[src/rtl/pipe_decode_pkg.sv]
// Shared definitions for the LEGv8 decode stage: opcodes, control encodings
// and the packed control word carried from decode into the output register.
package pipe_decode_pkg;

  localparam logic [9:0]  OP_ADDI  = 10'b1001000100;
  localparam logic [10:0] OP_ADDS  = 11'b10101011000;
  localparam logic [10:0] OP_SUBS  = 11'b11101011000;
  localparam logic [5:0]  OP_B     = 6'b000101;
  localparam logic [5:0]  OP_BL    = 6'b100101;
  localparam logic [7:0]  OP_BCOND = 8'b01010100;
  localparam logic [7:0]  OP_CBZ   = 8'b10110100;
  localparam logic [10:0] OP_BR    = 11'b11010110000;
  localparam logic [10:0] OP_LDUR  = 11'b11111000010;
  localparam logic [10:0] OP_STUR  = 11'b11111000000;

  localparam logic [4:0] COND_LT  = 5'h0B;
  localparam logic [4:0] REG_LINK = 5'd30;
  localparam logic [4:0] REG_ZERO = 5'd31;

  localparam logic [2:0] ALU_PASS = 3'b000;
  localparam logic [2:0] ALU_ADD  = 3'b010;
  localparam logic [2:0] ALU_SUB  = 3'b011;

  typedef enum logic [1:0] {
    MTR_ALU = 2'd0,
    MTR_MEM = 2'd1,
    MTR_PC4 = 2'd2
  } memtoreg_e;

  typedef enum logic [1:0] {
    BRC_NONE   = 2'd0,
    BRC_ALWAYS = 2'd1,
    BRC_LT     = 2'd2,
    BRC_CBZ    = 2'd3
  } br_cond_e;

  // constsel marks the 12-bit immediate (ADDI) as the ALU constant rather
  // than the 9-bit load/store offset.
  typedef struct packed {
    logic      reg2loc;
    logic      alusrc;
    logic      regwrite;
    logic      memwrite;
    logic      uncondbr;
    logic      flagen;
    logic      constsel;
    memtoreg_e memtoreg;
    br_cond_e  br_cond;
    logic      br_reg;
    logic [2:0] aluop;
    logic      illegal;
  } ctrl_t;

endpackage

[src/rtl/instr_ctrl_decode.sv]
// Purely combinational LEGv8 decode: instruction word to control word,
// register fields, extended immediate and source-register usage flags.
module instr_ctrl_decode
  import pipe_decode_pkg::*;
#(
  parameter int DATA_W = 64
) (
  input  logic [31:0]       instr,
  output ctrl_t             ctrl,
  output logic [4:0]        rn,
  output logic [4:0]        rm,
  output logic [4:0]        rd,
  output logic [DATA_W-1:0] imm,
  output logic              uses_rn,
  output logic              uses_r2
);

  logic [DATA_W-1:0] imm9_s, imm12_z, imm19_s, imm26_s;

  assign imm9_s  = {{(DATA_W-9){instr[20]}}, instr[20:12]};
  assign imm12_z = {{(DATA_W-12){1'b0}}, instr[21:10]};
  assign imm19_s = {{(DATA_W-19){instr[23]}}, instr[23:5]};
  assign imm26_s = {{(DATA_W-26){instr[25]}}, instr[25:0]};

  always_comb begin
    ctrl       = '0;
    ctrl.aluop = ALU_PASS;
    rn         = instr[9:5];
    rm         = instr[20:16];
    rd         = instr[4:0];
    imm        = '0;
    uses_rn    = 1'b0;
    uses_r2    = 1'b0;
    if (instr[31:22] == OP_ADDI) begin
      ctrl.alusrc   = 1'b1;
      ctrl.regwrite = 1'b1;
      ctrl.constsel = 1'b1;
      ctrl.aluop    = ALU_ADD;
      imm           = imm12_z;
      uses_rn       = 1'b1;
    end else if (instr[31:21] == OP_ADDS || instr[31:21] == OP_SUBS) begin
      ctrl.reg2loc  = 1'b1;
      ctrl.regwrite = 1'b1;
      ctrl.flagen   = 1'b1;
      ctrl.aluop    = instr[30] ? ALU_SUB : ALU_ADD;
      uses_rn       = 1'b1;
      uses_r2       = 1'b1;
    end else if (instr[31:26] == OP_B || instr[31:26] == OP_BL) begin
      ctrl.uncondbr = 1'b1;
      ctrl.br_cond  = BRC_ALWAYS;
      imm           = imm26_s;
      // BL writes the return address (PC+4) into the link register.
      if (instr[31]) begin
        ctrl.regwrite = 1'b1;
        ctrl.memtoreg = MTR_PC4;
        rd            = REG_LINK;
      end
    end else if (instr[31:24] == OP_BCOND && instr[4:0] == COND_LT) begin
      ctrl.br_cond = BRC_LT;
      imm          = imm19_s;
    end else if (instr[31:24] == OP_CBZ) begin
      ctrl.br_cond = BRC_CBZ;
      imm          = imm19_s;
      uses_r2      = 1'b1;
    end else if (instr[31:21] == OP_BR) begin
      ctrl.uncondbr = 1'b1;
      ctrl.br_cond  = BRC_ALWAYS;
      ctrl.br_reg   = 1'b1;
      uses_rn       = 1'b1;
    end else if (instr[31:21] == OP_LDUR) begin
      ctrl.alusrc   = 1'b1;
      ctrl.regwrite = 1'b1;
      ctrl.memtoreg = MTR_MEM;
      ctrl.aluop    = ALU_ADD;
      imm           = imm9_s;
      uses_rn       = 1'b1;
    end else if (instr[31:21] == OP_STUR) begin
      ctrl.alusrc   = 1'b1;
      ctrl.memwrite = 1'b1;
      ctrl.aluop    = ALU_ADD;
      imm           = imm9_s;
      uses_rn       = 1'b1;
      uses_r2       = 1'b1;
    end else begin
      ctrl.illegal = 1'b1;
    end
  end

endmodule

[src/rtl/pipe_decode.sv]
// Decode pipeline stage: one-cycle decode register with valid/ready
// handshakes, load-use bubble insertion, flush and performance counters.
module pipe_decode
  import pipe_decode_pkg::*;
#(
  parameter int DATA_W = 64,
  parameter int PC_W   = 64,
  parameter int CNT_W  = 16
) (
  input  logic              clk,
  input  logic              reset,
  input  logic              if_valid,
  input  logic [31:0]       if_instr,
  input  logic [PC_W-1:0]   if_pc,
  output logic              if_ready,
  input  logic              flush,
  output logic              id_valid,
  input  logic              id_ready,
  output logic [4:0]        id_rn,
  output logic [4:0]        id_rm,
  output logic [4:0]        id_rd,
  output logic [DATA_W-1:0] id_imm,
  output logic [PC_W-1:0]   id_pc,
  output logic              id_reg2loc,
  output logic              id_alusrc,
  output logic              id_regwrite,
  output logic              id_memwrite,
  output logic              id_uncondbr,
  output logic              id_flagen,
  output logic              id_constsel,
  output logic [1:0]        id_memtoreg,
  output logic [1:0]        id_br_cond,
  output logic              id_br_reg,
  output logic [2:0]        id_aluop,
  output logic              id_illegal,
  output logic [CNT_W-1:0]  bubble_cnt,
  output logic [CNT_W-1:0]  illegal_cnt
);

  ctrl_t             ctrl_d, ctrl_q, ctrl_o;
  logic [4:0]        rn_d, rm_d, rd_d;
  logic [DATA_W-1:0] imm_d;
  logic              uses_rn_d, uses_r2_d;
  logic              load_pending, hazard, slot_free;

  instr_ctrl_decode #(.DATA_W(DATA_W)) u_decode (
    .instr   (if_instr),
    .ctrl    (ctrl_d),
    .rn      (rn_d),
    .rm      (rm_d),
    .rd      (rd_d),
    .imm     (imm_d),
    .uses_rn (uses_rn_d),
    .uses_r2 (uses_r2_d)
  );

  // Handshakes: a transfer happens on a rising edge where valid && ready.
  // id_* stays stable while id_valid && !id_ready; if_ready never depends
  // on if_valid except through the load-use hazard check.
  assign load_pending = id_valid && (ctrl_q.memtoreg == MTR_MEM) && (id_rd != REG_ZERO);
  assign hazard = if_valid && load_pending &&
                  ((uses_rn_d && rn_d == id_rd) ||
                   (uses_r2_d && (ctrl_d.reg2loc ? rm_d : rd_d) == id_rd));
  assign slot_free = !id_valid || id_ready;
  assign if_ready  = flush || (slot_free && !hazard);

  always_ff @(posedge clk) begin
    if (reset) begin
      id_valid    <= 1'b0;
      ctrl_q      <= '0;
      id_rn       <= '0;
      id_rm       <= '0;
      id_rd       <= '0;
      id_imm      <= '0;
      id_pc       <= '0;
      bubble_cnt  <= '0;
      illegal_cnt <= '0;
    end else if (flush) begin
      id_valid <= 1'b0;
    end else if (slot_free) begin
      if (if_valid && !hazard) begin
        id_valid <= 1'b1;
        ctrl_q   <= ctrl_d;
        id_rn    <= rn_d;
        id_rm    <= rm_d;
        id_rd    <= rd_d;
        id_imm   <= imm_d;
        id_pc    <= if_pc;
        if (ctrl_d.illegal && illegal_cnt != '1)
          illegal_cnt <= illegal_cnt + CNT_W'(1);
      end else begin
        id_valid <= 1'b0;
        if (hazard && bubble_cnt != '1)
          bubble_cnt <= bubble_cnt + CNT_W'(1);
      end
    end
  end

  // An empty slot must look like a NOP downstream.
  assign ctrl_o = id_valid ? ctrl_q : '0;

  assign id_reg2loc  = ctrl_o.reg2loc;
  assign id_alusrc   = ctrl_o.alusrc;
  assign id_regwrite = ctrl_o.regwrite;
  assign id_memwrite = ctrl_o.memwrite;
  assign id_uncondbr = ctrl_o.uncondbr;
  assign id_flagen   = ctrl_o.flagen;
  assign id_constsel = ctrl_o.constsel;
  assign id_memtoreg = ctrl_o.memtoreg;
  assign id_br_cond  = ctrl_o.br_cond;
  assign id_br_reg   = ctrl_o.br_reg;
  assign id_aluop    = ctrl_o.aluop;
  assign id_illegal  = ctrl_o.illegal;

endmodule

[config.mk]
export PLATFORM = sky130hd
export DESIGN_NAME = pipe_decode
export DESIGN_NICKNAME = d
export VERILOG_FILES = /design/src/rtl/pipe_decode_pkg.sv /design/src/rtl/instr_ctrl_decode.sv /design/src/rtl/pipe_decode.sv
export SDC_FILE = /design/constraint.sdc
export NUM_CORES = 1
export LEC_CHECK = 0
export ABC_AREA = 0
export CAP_MARGIN = 10
export CORE_UTILIZATION = 30
export DETAILED_ROUTE_END_ITERATION = 7
export DONT_BUFFER_PORTS = 1
export GPL_TIMING_DRIVEN = 0
export PLACE_DENSITY_LB_ADDON = 0.1
export SYNTH_ARGS = -nofsm -noshare
export SYNTH_HDL_FRONTEND = slang
export SYNTH_HIERARCHICAL = 1
export SYNTH_SLANG_ARGS = --single-unit
export TNS_END_PERCENT = 100
[constraint.sdc]
create_clock -name clk -period 2.6 [get_ports clk]
set_input_delay 0 -clock clk [delete_from_list [all_inputs] [get_ports clk]]
set_output_delay 0 -clock clk [all_outputs]
set_load 0.02 [all_outputs]
==> impl_results.md, run 1 <==
- Outcome: complete, no violations
- NumNets Final: 1,384
- Worst slack at placement: -803 ps
- Seq cells post-synth: 192
- Leading cell type in the layout, fill and taps excluded: sky130_fd_sc_hd__nand2_1
- Min Tclk post-route: 2520 ps
- Initial Util: 30.8%
- Number of warnings printed during yosys synthesis: 6
- Worst Hold Margin: 38.3 ps
- Netlist area before placement: 8650 um^2
- Final count of negative-setup-slack endpoints: 0
- CTS H-Tree Depth: 4
- CTS tree: built
- Final setup skew: 20.0 ps
- Worst slew slack as a fraction of its limit: 47.8%
- Initial antenna violation count: 0
- Area share of the largest cell type after synthesis: 44.4%
- Worst path arrival time: 2850 ps
- Total clock sinks: 192
- Crit share post-route: 96.8%
- Top cells by area in the synthesized netlist: sky130_fd_sc_hd__dfxtp_1, sky130_fd_sc_hd__nand2_1, sky130_fd_sc_hd__a21oi_1, sky130_fd_sc_hd__buf_4, sky130_fd_sc_hd__clkbuf_1
- Final hold violation count: 0
- Setup crit end kind: register
- Total power after layout: 6.36 mW
- Required time of the critical path: 2930 ps
- Count of unresolved DRC violations after routing: 0
- Transition time of the tightest slew-check pin: 782 ps
- Die H: 172 um
- Number of nets with antenna violations after detailed routing: 0
- Wire length of the first global-routing pass: 44,800 um
- Most frequently used flop master after synthesis: sky130_fd_sc_hd__dfxtp_1
- Highest-count cells in the layout ignoring fill and taps: sky130_fd_sc_hd__nand2_1, sky130_fd_sc_hd__dfxtp_1, sky130_fd_sc_hd__a21oi_1
- Total wire length: 30,000 um
- Max Buffers Root-to-Sink: 2
- Overall global routing resource usage: 19.9%
- Input/output buffers: 0
- Post-DP HPWL: 21,200 um
- Total number of vias: 8,041
- Yosys top cell by area: sky130_fd_sc_hd__dfxtp_1
- Clock tree root buffer cell: sky130_fd_sc_hd__clkbuf_16
- Final setup margin: 84.4 ps
- Count of different cell masters after synthesis: 60
- Post-Synthesis Net Count: 1,241
- CTS Buf Count: 17
- Met3 usage in global routing: 7.32%
- Final weighted congestion in routability-driven placement: 0.788
- Fillers: 2,989
- CORE AREA: 28,100 um^2
- Total iterations of the first detailed-routing run: 5
- Biggest fanout along the worst timing path: 10
- Hold WC Path Type: in2reg
- Number of top-level design ports: 294
- Clk slew on worst S/H paths: 70 ps
- Met2 usage in global routing: 31.2%
- Die width: 172 um
- Syn-to-layout area delta: 30.6%
- Vias in the first global route: 7,639
- Routed WL per cell: 17.9 um
- Mean instance size in the synthesized netlist: 7.60 um^2
- Fraction of layout instances using a drive strength above 1: 12.7%
- FFs w/ async S/R, synth: 0%
- Global routing usage on met1: 25.1%
- Ratio of total power to cell area: 563 nW/um^2
- Type of the worst setup path: in2reg
- Later-pin clock latency in the skew report: 450 ps
- Sum of negative setup slack: 0 ps
- Max-slew violation count: 0
- Largest voltage drop on the vdd net: 0.000408 V
- EDFF count, synth: 0
- Share of the yosys chip area belonging to registers: 44.4%
- Iter 0 DRT Violations: 472
- Kind of start point of the critical path: input port
- Pleak: 4.17 nW
- Site Rows: 61
- Most Used Layer, Global Route: met2
- Max capacitance violation total: 0
- Average vias per placed instance: 4.81
- Number of antenna repair diodes: 0
- Full die area: 29,500 um^2
- Pin count of the biggest net entering global routing: 38
- FMAX: 398 MHz
- Synth Instances: 1,138
- Total gr overflow: 0
critical path, stage by stage:
cell and delay [ps]:
sky130_fd_sc_hd__or4b_4 560, sky130_fd_sc_hd__nor4_4 390, sky130_fd_sc_hd__buf_6 200, sky130_fd_sc_hd__mux2i_1 220, sky130_fd_sc_hd__xor2_1 260, sky130_fd_sc_hd__nand4_4 200
sky130_fd_sc_hd__o21a_4 290, sky130_fd_sc_hd__buf_6 150, sky130_fd_sc_hd__nor2_1 210, sky130_fd_sc_hd__mux2_2 360
metrics by stage:
step | util, % | cell area (um^2) | cells
CTS | 39.8 | 11200 | 1671
floorplan | - | 8810 | 1138
finish | 40.2 | 11300 | 1671
global placement | 33.1 | 9290 | 1516
global route | 40.2 | 11300 | 1671
detailed placement | 33.2 | 9310 | 1517
power breakdown:
part           internal, mW  leakage [nW]  switching, mW
clock                  1.45         0.279           1.21
sequential             3.01          1.56          0.140
combinational         0.257          2.33          0.301
cell usage after synthesis (all sizes together), types with 2 or more instances:
master	count
a221oi	8
o31ai	10
nor3	11
o21a	2
nand4bb	2
inv	7
o21bai	2
a31oi	2
nor2	36
o21ai	39
or2	3
xor2	9
nand2	357
ha	2
and3	11
dfxtp	192
nor3b	3
or4	8
clkbuf	47
or3	7
mux2	11
nand4	11
nand2b	10
nor2b	16
nor4b	2
and2	22
nor4	6
a21oi	186
buf	77
nand3	14
nand4b	2
mux2i	7
o211ai	3
layer usage:
| metal | routed length, um | part of all wire [%] |
|---|---|---|
| met5 | 0 | 0 |
| met3 | 2520 | 8.4 |
| met4 | 434 | 1.4 |
| met2 | 14200 | 47 |
| met1 | 12900 | 43 |
logic make-up (layout without fill, tap and decap cells):
group                      after synthesis  count (layout)  synth area share [%]
and+or+nand+nor                        525             525                  27.1
xor gates and xnor gates                10              10                  1.01
DFF                                    192             192                  44.4
other                                    1               1                0.0433
muxes                                   18              18                  2.24
adders and majority gates                2               2                 0.289
AOI/OAI and AO/OA                      259             259                  16.5
buffers and inverters                  131             286                  8.42
cell type report:
cell class                 instances  area (um^2)  share of cell area [%]
clock buffer                      20          447                    3.95
inverter                           7         26.3                   0.233
sequential                       192         3850                    34.0
buffer                           121          891                    7.88
timing repair buffer             127         1280                    11.3
clock inverter                    11          131                    1.16
multi-input combinational        815         4200                    37.2
tap                              378          473                    4.19
worst paths after layout:
path	start	end	slack [ps]	cells after the start
setup / recovery	if_instr[23]	bubble_cnt[0]$_SDFFE_PP0P_	80	10
hold reg to reg	ctrl_q[12]$_SDFFE_PP0P_	ctrl_q[12]$_SDFFE_PP0P_	450	2
setup reg to reg	id_rd[4]$_SDFFE_PP0P_	bubble_cnt[0]$_SDFFE_PP0P_	280	8
hold / removal	if_instr[28]	ctrl_q[1]$_SDFFE_PP0P_	40	5
state kept, by name, summed over array words and instances (netlist names):
register	cells
bubble_cnt	16
id_rm	5
illegal_cnt	16
id_imm	64
id_rn	5
id_valid	1
id_rd	5
ctrl_q	16
id_pc	64
repair_timing:
action,in CTS,in global routing
pin swaps,3,7
buffers inserted,2,3
resized for setup,12,51
setup endpoints to repair,170,172
hold buffers,121,0
hold endpoints to repair,123,0
Power figures use the tool's default switching activity.
==> inputs of run 2 (changes only) <==
--- a/config.mk
+++ b/config.mk
@@ -12,6 +12,8 @@
 export DONT_BUFFER_PORTS = 1
 export GPL_TIMING_DRIVEN = 0
 export PLACE_DENSITY_LB_ADDON = 0.1
+export RECOVER_POWER = 100
+export SETUP_SLACK_MARGIN = 0.05
 export SYNTH_ARGS = -nofsm -noshare
 export SYNTH_HDL_FRONTEND = slang
 export SYNTH_HIERARCHICAL = 1
==> impl_results.md, run 2 (synthesized netlist as in run 1, its figures left out) <==
- Final setup skew: 20.2 ps (+0.161 ps)
- Number of nets with antenna violations after detailed routing: 0 (unchanged)
- Top flop regs: id_imm x64, id_pc x64
- CTS tree: built
- Number of top-level design ports: 294 (unchanged)
- CORE AREA: 28,100 um^2 (unchanged)
- Logic pwr share: 8.7% (about the same)
- Worst slack at placement: -625 ps (+179 ps)
- Fraction of layout instances using a drive strength above 1: 13.7% (+1.0 points)
- Pleak: 4.17 nW (about the same)
- Min Tclk post-route: 2570 ps (+51.4 ps)
- Worst slew slack as a fraction of its limit: 37.9% (-10 points)
- Fillers: 2,936 (-1.8%)
- Final weighted congestion in routability-driven placement: 0.800 (+1.6%)
- Hold WC Path Type: in2reg
- Largest stage delay, worst path: 540 ps (-20 ps)
- Global routing usage on met1: 24.2% (-0.89 points)
- Max capacitance violation total: 0 (unchanged)
- Sum of negative setup slack: 0 ps (unchanged)
- Syn-to-layout area delta: 30.6% (unchanged)
- Type of the worst setup path: in2reg
- CTS Buf Count: 17 (unchanged)
- Worst setup startpoint: if_instr[22]
- Setup repair after global routing missed its margin: yes
- Total number of vias: 8,168 (+1.6%)
- Average vias per placed instance: 4.90 (+1.8%)
- Int Power: 4.64 mW (-1.6%)
- Crit share post-route: 98.7% (+2.0 points)
- Biggest fanout along the worst timing path: 6 (-4)
- Kind of start point of the critical path: input port
- Depth of the most critical reg-to-reg path: 8 (unchanged)
- Highest-count cells in the layout ignoring fill and taps: sky130_fd_sc_hd__nand2_1, sky130_fd_sc_hd__dfxtp_1, sky130_fd_sc_hd__a21oi_1
- Total clock sinks: 192 (unchanged)
- Total cell area at the placement stage: 9360 um^2 (+0.50%)
- Total gr overflow: 0 (unchanged)
- Beginning of the worst hold path: if_instr[11]
- Clk slew on worst S/H paths: 80 ps (about the same)
- Sequential fraction of design power: 49.1% (-0.4 points)
- Placed insts: 1,516 (-0.066%)
- Net load switching power: 1.78 mW (+7.7%)
- Setup crit end kind: register
- Final setup margin: 33.1 ps (-51.4 ps)
- Total wire length: 30,500 um (+1.7%)
- Input/output buffers: 0 (unchanged)
- Met3 usage in global routing: 7.02% (-0.30 points)
- Flip-flop and latch area: 3850 um^2 (about the same)
- Area of combinational cells with multiple inputs: 4250 um^2 (+1.1%)
- Post-DP HPWL: 21,400 um (+0.87%)
- Initial Util: 30.8% (unchanged)
- Wire length of the first global-routing pass: 45,500 um (+1.6%)
- Routed WL per cell: 18.3 um (+1.9%)
- Launch instance of the worst register-to-register path: id_rd[0]$_SDFFE_PP0P_
- Initial antenna violation count: 0 (unchanged)
- Clock network power share: 42.3% (+0.5 points)
- Met2 usage in global routing: 33.7% (+2.4 points)
- Number of antenna repair diodes: 0 (unchanged)
- Iter 0 DRT Violations: 425 (-10%)
- Die H: 172 um (unchanged)
- Hold depth: 4 (-1)
- CP dominant cell by count: sky130_fd_sc_hd__buf_8
- Final cell count without fillers: 1,668 (-0.18%)
- FMAX: 390 MHz (-2.0%)
- Transition time of the tightest slew-check pin: 929 ps (+147 ps)
- Overall global routing resource usage: 20.1% (+0.23 points)
- Cell Chain, Critical Path: or4b_4, nor4_4, buf_4, buf_8, mux2i_2, xor2_1, nand4_4, o21a_4, buf_8, or4_4, a21oi_2
- Required time of the critical path: 2960 ps (+30 ps)
- Clock tree root buffer cell: sky130_fd_sc_hd__clkbuf_16
- Pin count of the biggest net entering global routing: 40 (+5.3%)
- Final cell area excluding filler cells: 11,300 um^2 (unchanged)
- Count of unresolved DRC violations after routing: 0 (unchanged)
- Worst path arrival time: 2930 ps (+80 ps)
- Final hold violation count: 0 (unchanged)
- Vias in the first global route: 7,895 (+3.4%)
- Outcome: complete, no violations
- Final count of negative-setup-slack endpoints: 0 (unchanged)
- Most Used Layer, Global Route: met2
- Site Rows: 61 (unchanged)
- Slowest cell on the critical path: sky130_fd_sc_hd__or4b_4
- Total iterations of the first detailed-routing run: 5 (unchanged)
- Die width: 172 um (unchanged)
- Max-slew violation count: 0 (unchanged)
- Later-pin clock latency in the skew report: 440 ps (about the same)
- CTS H-Tree Depth: 4 (unchanged)
- Ratio of total power to cell area: 568 nW/um^2 (+0.78%)
- Max Buffers Root-to-Sink: 2 (unchanged)
- Largest voltage drop on the vdd net: 0.000403 V (-1.1%)
- NumNets Final: 1,380 (-0.29%)
- Leading cell type in the layout, fill and taps excluded: sky130_fd_sc_hd__nand2_1
- Full die area: 29,500 um^2 (unchanged)
- Switching Fraction: 27.7% (+1.8 points)
[run 2: cell count changes in the layout (fill, tap and decap cells not counted), moves of 3 or more]
cell,previous run,this run
sky130_fd_sc_hd__buf_4,57,68
sky130_fd_sc_hd__buf_6,14,6
sky130_fd_sc_hd__buf_8,1,4
sky130_fd_sc_hd__dlygate4sd3_1,121,114
sky130_fd_sc_hd__inv_6,2,5
[run 2: what timing repair did]
action,in CTS,in global routing
endpoints found under the hold margin,118,0
setup endpoints to repair,174,169
hold buffers,114,0
gates resized for setup,14,24
cloned,0,1
buffers inserted,3,3
pin swaps,4,4
[run 2: routing by layer]
metal	vias to the layer above	part of all wire [%]
met2	286	46
met4	0	1.7
met3	38	9.0
met5	-	0
met1	3794	43
li1	4050	-
[run 2: area by class of cell]
type	instances	area share, %
Sequential cell	192	34.1
Tap cell	378	4.19
Multi-Input combinational cell	815	37.6
Clock inverter	14	1.45
Clock buffer	18	3.80
Inverter	7	0.233
Timing Repair Buffer	121	10.8
Buffer	123	7.84
[run 2: critical path: cells and delay by family]
family	cells	cell delay, ps
and+or+nand+nor	4	1550
AOI/OAI and AO/OA	2	430
buffers and inverters	3	430
muxes	1	220
xor gates and xnor gates	1	280
[run 2: path summary, 6_finish.rpt]
kind	to	slack, ps
max	bubble_cnt[12]$_SDFFE_PP0P_	30
min	id_imm[6]$_SDFFE_PP0P_	20
max reg2reg	illegal_cnt[0]$_SDFFE_PP0P_	260
min reg2reg	ctrl_q[0]$_SDFFE_PP0P_	450
[run 2: metrics by stage]
step	util, %	power (mW)	hold WS (ps)
after floorplan	-	3.50	79.3
after global placement	33.3	3.63	85.5
after detailed placement	33.3	3.63	82.6
after CTS	39.8	6.52	6.25
after global routing	40.2	6.70	30.8
final	40.2	6.41	20.0
[run 2: power by group through the flow]
stage,logic [mW],clock network (mW),registers (mW)
2_1_floorplan,0.306,0,3.19
3_3_place_gp,0.410,0,3.22
3_5_place_dp,0.411,0,3.22
4_1_cts,0.553,2.81,3.15
5_1_grt,0.614,2.93,3.16
6_report,0.556,2.71,3.15
==> inputs of run 3 (changes only) <==
--- a/config.mk
+++ b/config.mk
@@ -10,12 +10,12 @@
 export CORE_UTILIZATION = 30
 export DETAILED_ROUTE_END_ITERATION = 7
 export DONT_BUFFER_PORTS = 1
+export GPL_ROUTABILITY_DRIVEN = 0
 export GPL_TIMING_DRIVEN = 0
 export PLACE_DENSITY_LB_ADDON = 0.1
 export RECOVER_POWER = 100
 export SETUP_SLACK_MARGIN = 0.05
 export SYNTH_ARGS = -nofsm -noshare
 export SYNTH_HDL_FRONTEND = slang
-export SYNTH_HIERARCHICAL = 1
 export SYNTH_SLANG_ARGS = --single-unit
 export TNS_END_PERCENT = 100
==> impl_results.md, run 3 <==
- Largest reg by FF count: id_pc
- CP Capture Point: id_rn[2]$_SDFFE_PP0P_
- Leading cell type in the layout, fill and taps excluded: sky130_fd_sc_hd__nand2_1
- Total iterations of the first detailed-routing run: 5 (unchanged)
- FFs w/ async S/R, synth: 0% (unchanged)
- Input/output buffers: 0 (unchanged)
- CTS Buf Count: 17 (unchanged)
- Sum of negative setup slack: 0 ps (unchanged)
- Largest voltage drop on the vdd net: 0.000333 V (-18%)
- Top flop regs: id_pc x64, id_imm x26
- Overall global routing resource usage: 21.6% (+1.4 points)
- Later-pin clock latency in the skew report: 430 ps (about the same)
- Max-slew violation count: 0 (unchanged)
- EDFF count, synth: 0 (unchanged)
- Syn-to-layout area delta: 30.6% (about the same)
- Total power after layout: 5.70 mW (-11%)
- CTS tree: built
- Site Rows: 55 (-9.8%)
- Vias in the first global route: 6,445 (-18%)
- Max Buffers Root-to-Sink: 2 (unchanged)
- Final setup margin: 132 ps (+98.5 ps)
- Min Tclk post-route: 2470 ps (-98.5 ps)
- Worst Hold Margin: 30.7 ps (+10.6 ps)
- Max capacitance violation total: 0 (unchanged)
- Launch instance of the worst register-to-register path: id_valid$_SDFFE_PP0N_
- Netlist area before placement: 6990 um^2 (-19%)
- Post-DP HPWL: 18,500 um (-14%)
- Critical Path Stages: 9 (-2)
- Outcome: complete, no violations
- Biggest fanout along the worst timing path: 10 (+4)
- Top cells by area in the synthesized netlist: sky130_fd_sc_hd__dfxtp_1, sky130_fd_sc_hd__nand2_1, sky130_fd_sc_hd__a21oi_1, sky130_fd_sc_hd__buf_4, sky130_fd_sc_hd__nor2_1
- Final setup skew: 12.7 ps (-7.51 ps)
- Area share of the largest cell type after synthesis: 43.5% (-0.90 points)
- Total clock sinks: 152 (-21%)
- Cell Chain, Critical Path: nand2b_1, nor2b_1, nand2_1, a21oi_1, o31a_1, clkbuf_4, clkbuf_2, nand2_1, a21oi_1
- Slowest cell on the critical path: sky130_fd_sc_hd__dfxtp_2
- Number of nets with antenna violations after detailed routing: 0 (unchanged)
- Setup crit end kind: register
- Final core occ: 40.1% (-0.14 points)
- Synth Instances: 888 (-22%)
- Transition time of the tightest slew-check pin: 1210 ps (+278 ps)
- Share of the yosys chip area belonging to registers: 43.5% (-0.90 points)
- FMAX: 405 MHz (+4.0%)
- Fillers: 2,381 (-19%)
- Post-Synthesis Net Count: 991 (-20%)
- Total number of vias: 6,727 (-18%)
- Kind of start point of the critical path: register
- CTS H-Tree Depth: 4 (unchanged)
- Pleak: 3.39 nW (-19%)
- Wire length of the first global-routing pass: 38,900 um (-15%)
- Number of top-level design ports: 294 (unchanged)
- Die width: 155 um (-10%)
- Worst setup startpoint: id_valid$_SDFFE_PP0N_
- Routed WL per cell: 19.6 um (+7.3%)
- Crit share post-route: 94.9% (-3.8 points)
- Largest stage delay, worst path: 400 ps (-140 ps)
- Final count of negative-setup-slack endpoints: 0 (unchanged)
- Total wire length: 26,100 um (-14%)
- NumNets Final: 1,108 (-20%)
- Endpoint of the worst register-to-register path: id_rn[2]$_SDFFE_PP0P_
- Count of unresolved DRC violations after routing: 0 (unchanged)
- Number of antenna repair diodes: 0 (unchanged)
- Count of different cell masters after synthesis: 62 (+3.3%)
- Worst path arrival time: 2820 ps (-110 ps)
- Type of the worst setup path: reg2reg
- Placed insts: 1,201 (-21%)
- Mean instance size in the synthesized netlist: 7.87 um^2 (+3.6%)
- Top delay family on crit path: simple AND/OR/NAND/NOR gates
- Setup repair after global routing missed its margin: yes
- Initial antenna violation count: 1 (+1)
- Most frequently used flop master after synthesis: sky130_fd_sc_hd__dfxtp_1
- Clk slew on worst S/H paths: 70 ps (about the same)
- Worst slew slack as a fraction of its limit: 17.4% (-20 points)
- Total cell area at the placement stage: 7380 um^2 (-21%)
- Fraction of layout instances using a drive strength above 1: 13.8% (+0.032 points)
- Initial Util: 30.7% (-0.11 points)
- Total gr overflow: 0 (unchanged)
- Pin count of the biggest net entering global routing: 41 (+2.5%)
- Worst slack at placement: -831 ps (-207 ps)
- Die H: 155 um (-10%)
- Yosys top cell by area: sky130_fd_sc_hd__dfxtp_1
- Internal reg-to-reg setup slack: 130 ps (-130 ps)
- Flip-flop count of the largest register after layout: 64
- Average vias per placed instance: 5.05 (+3.2%)
- Full die area: 23,900 um^2 (-19%)
- Required time of the critical path: 2950 ps (about the same)
- Iter 0 DRT Violations: 431 (+1.4%)
- Final hold violation count: 0 (unchanged)
- Clock tree root buffer cell: sky130_fd_sc_hd__clkbuf_16
- Ratio of total power to cell area: 624 nW/um^2 (+9.9%)
- Bufs and invs on worst path: 2 (-1)
- Most repeated cell in the gate-level netlist after synthesis: sky130_fd_sc_hd__nand2_1
- Highest-count cells in the layout ignoring fill and taps: sky130_fd_sc_hd__nand2_1, sky130_fd_sc_hd__dfxtp_1, sky130_fd_sc_hd__a21oi_1
- Final cell count without fillers: 1,331 (-20%)
- Final cell area excluding filler cells: 9130 um^2 (-19%)
- Depth of the most critical reg-to-reg path: 9 (+1)
- Number of warnings printed during yosys synthesis: 0 (-6)
- CORE AREA: 22,800 um^2 (-19%)
- Seq cells post-synth: 152 (-21%)
- Top cells by instance count after synthesis: sky130_fd_sc_hd__nand2_1, sky130_fd_sc_hd__dfxtp_1, sky130_fd_sc_hd__a21oi_1
- Hold WC Path Type: in2reg
==> run 3: changes by cell type in the layout (fill, tap and decap cells not counted), moves of 10 or more <==
cell / previous run / this run
sky130_fd_sc_hd__a211oi_1: 0 / 14
sky130_fd_sc_hd__a21oi_1: 184 / 113
sky130_fd_sc_hd__buf_4: 68 / 43
sky130_fd_sc_hd__dfxtp_1: 188 / 142
sky130_fd_sc_hd__dlygate4sd3_1: 114 / 95
sky130_fd_sc_hd__nand2_1: 357 / 206
sky130_fd_sc_hd__nor2_1: 32 / 63
sky130_fd_sc_hd__nor3_1: 5 / 32
sky130_fd_sc_hd__o21ai_0: 19 / 9
sky130_fd_sc_hd__o21ai_1: 19 / 0
==> run 3: routing by layer <==
metal  global-route usage, %  vias to the layer above  wire length (um)
li1                        -                     3253                 -
met2                    35.8                      305             12300
met3                    7.62                       40              2320
met5                       0                        -                 8
met1                    25.2                     3127             10700
met4                    8.91                        2               754
==> run 3: what timing repair did <==
item	4_1_cts	5_1_grt
pin swaps	0	1
gates resized for setup	33	22
hold buffers	95	0
buffers inserted	1	1
endpoints found under the hold margin	113	0
endpoints found under the setup margin	134	132
==> run 3: area by class of cell <==
cell class | count | area, um^2 | share of cell area [%]
Buffer | 99 | 577 | 6.32
Inverter | 5 | 18.8 | 0.206
Timing Repair Buffer | 98 | 981 | 10.7
Clock buffer | 17 | 425 | 4.66
Multi-Input combinational cell | 632 | 3470 | 38.0
Tap cell | 313 | 392 | 4.29
Sequential cell | 152 | 3060 | 33.5
Clock inverter | 15 | 203 | 2.22
==> run 3: how the worst min path moves through the flow <==
stage	startpoint	to	slack [ps]	depth (start not counted)
6_report	if_instr[8]	id_imm[8]$_SDFFE_PP0P_	30	4
5_1_grt	if_instr[23]	id_imm[20]$_SDFFE_PP0P_	50	3
4_1_cts	if_instr[27]	id_rd[0]$_SDFFE_PP0P_	4	4
3_5_place_dp	if_pc[31]	id_pc[31]$_SDFFE_PP0P_	140	2
3_3_place_gp	if_pc[56]	id_pc[56]$_SDFFE_PP0P_	140	2
2_1_floorplan	if_pc[0]	id_pc[0]$_SDFFE_PP0P_	140	2
==> run 3: cell families (layout without fill, tap and decap cells) <==
logic type	after synthesis	after routing	share of synthesized area, %
simple gates	409	409	27.3
compound gates	185	185	16.0
flops	152	152	43.5
buf+inv	104	234	8.00
xor+xnor	22	22	2.76
mux	13	13	2.00
fa+ha+maj	2	2	0.358
other cells	1	1	0.0536
==> run 3: worst reg2reg max path, stage by stage (launching register included) <==
cell                       delay, ps
sky130_fd_sc_hd__dfxtp_2         400
sky130_fd_sc_hd__nand2b_1        140
sky130_fd_sc_hd__nor2b_1         300
sky130_fd_sc_hd__nand2_1         190
sky130_fd_sc_hd__a21oi_1         320
sky130_fd_sc_hd__o31a_1          220
sky130_fd_sc_hd__clkbuf_4        240
sky130_fd_sc_hd__clkbuf_2        270
sky130_fd_sc_hd__nand2_1         170
sky130_fd_sc_hd__a21oi_1         150
==> run 3: power by group <==
group	switching, mW	leakage [nW]	internal, mW
Sequential	0.166	1.24	2.41
Combinational	0.287	1.85	0.217
Clock	1.22	0.306	1.40
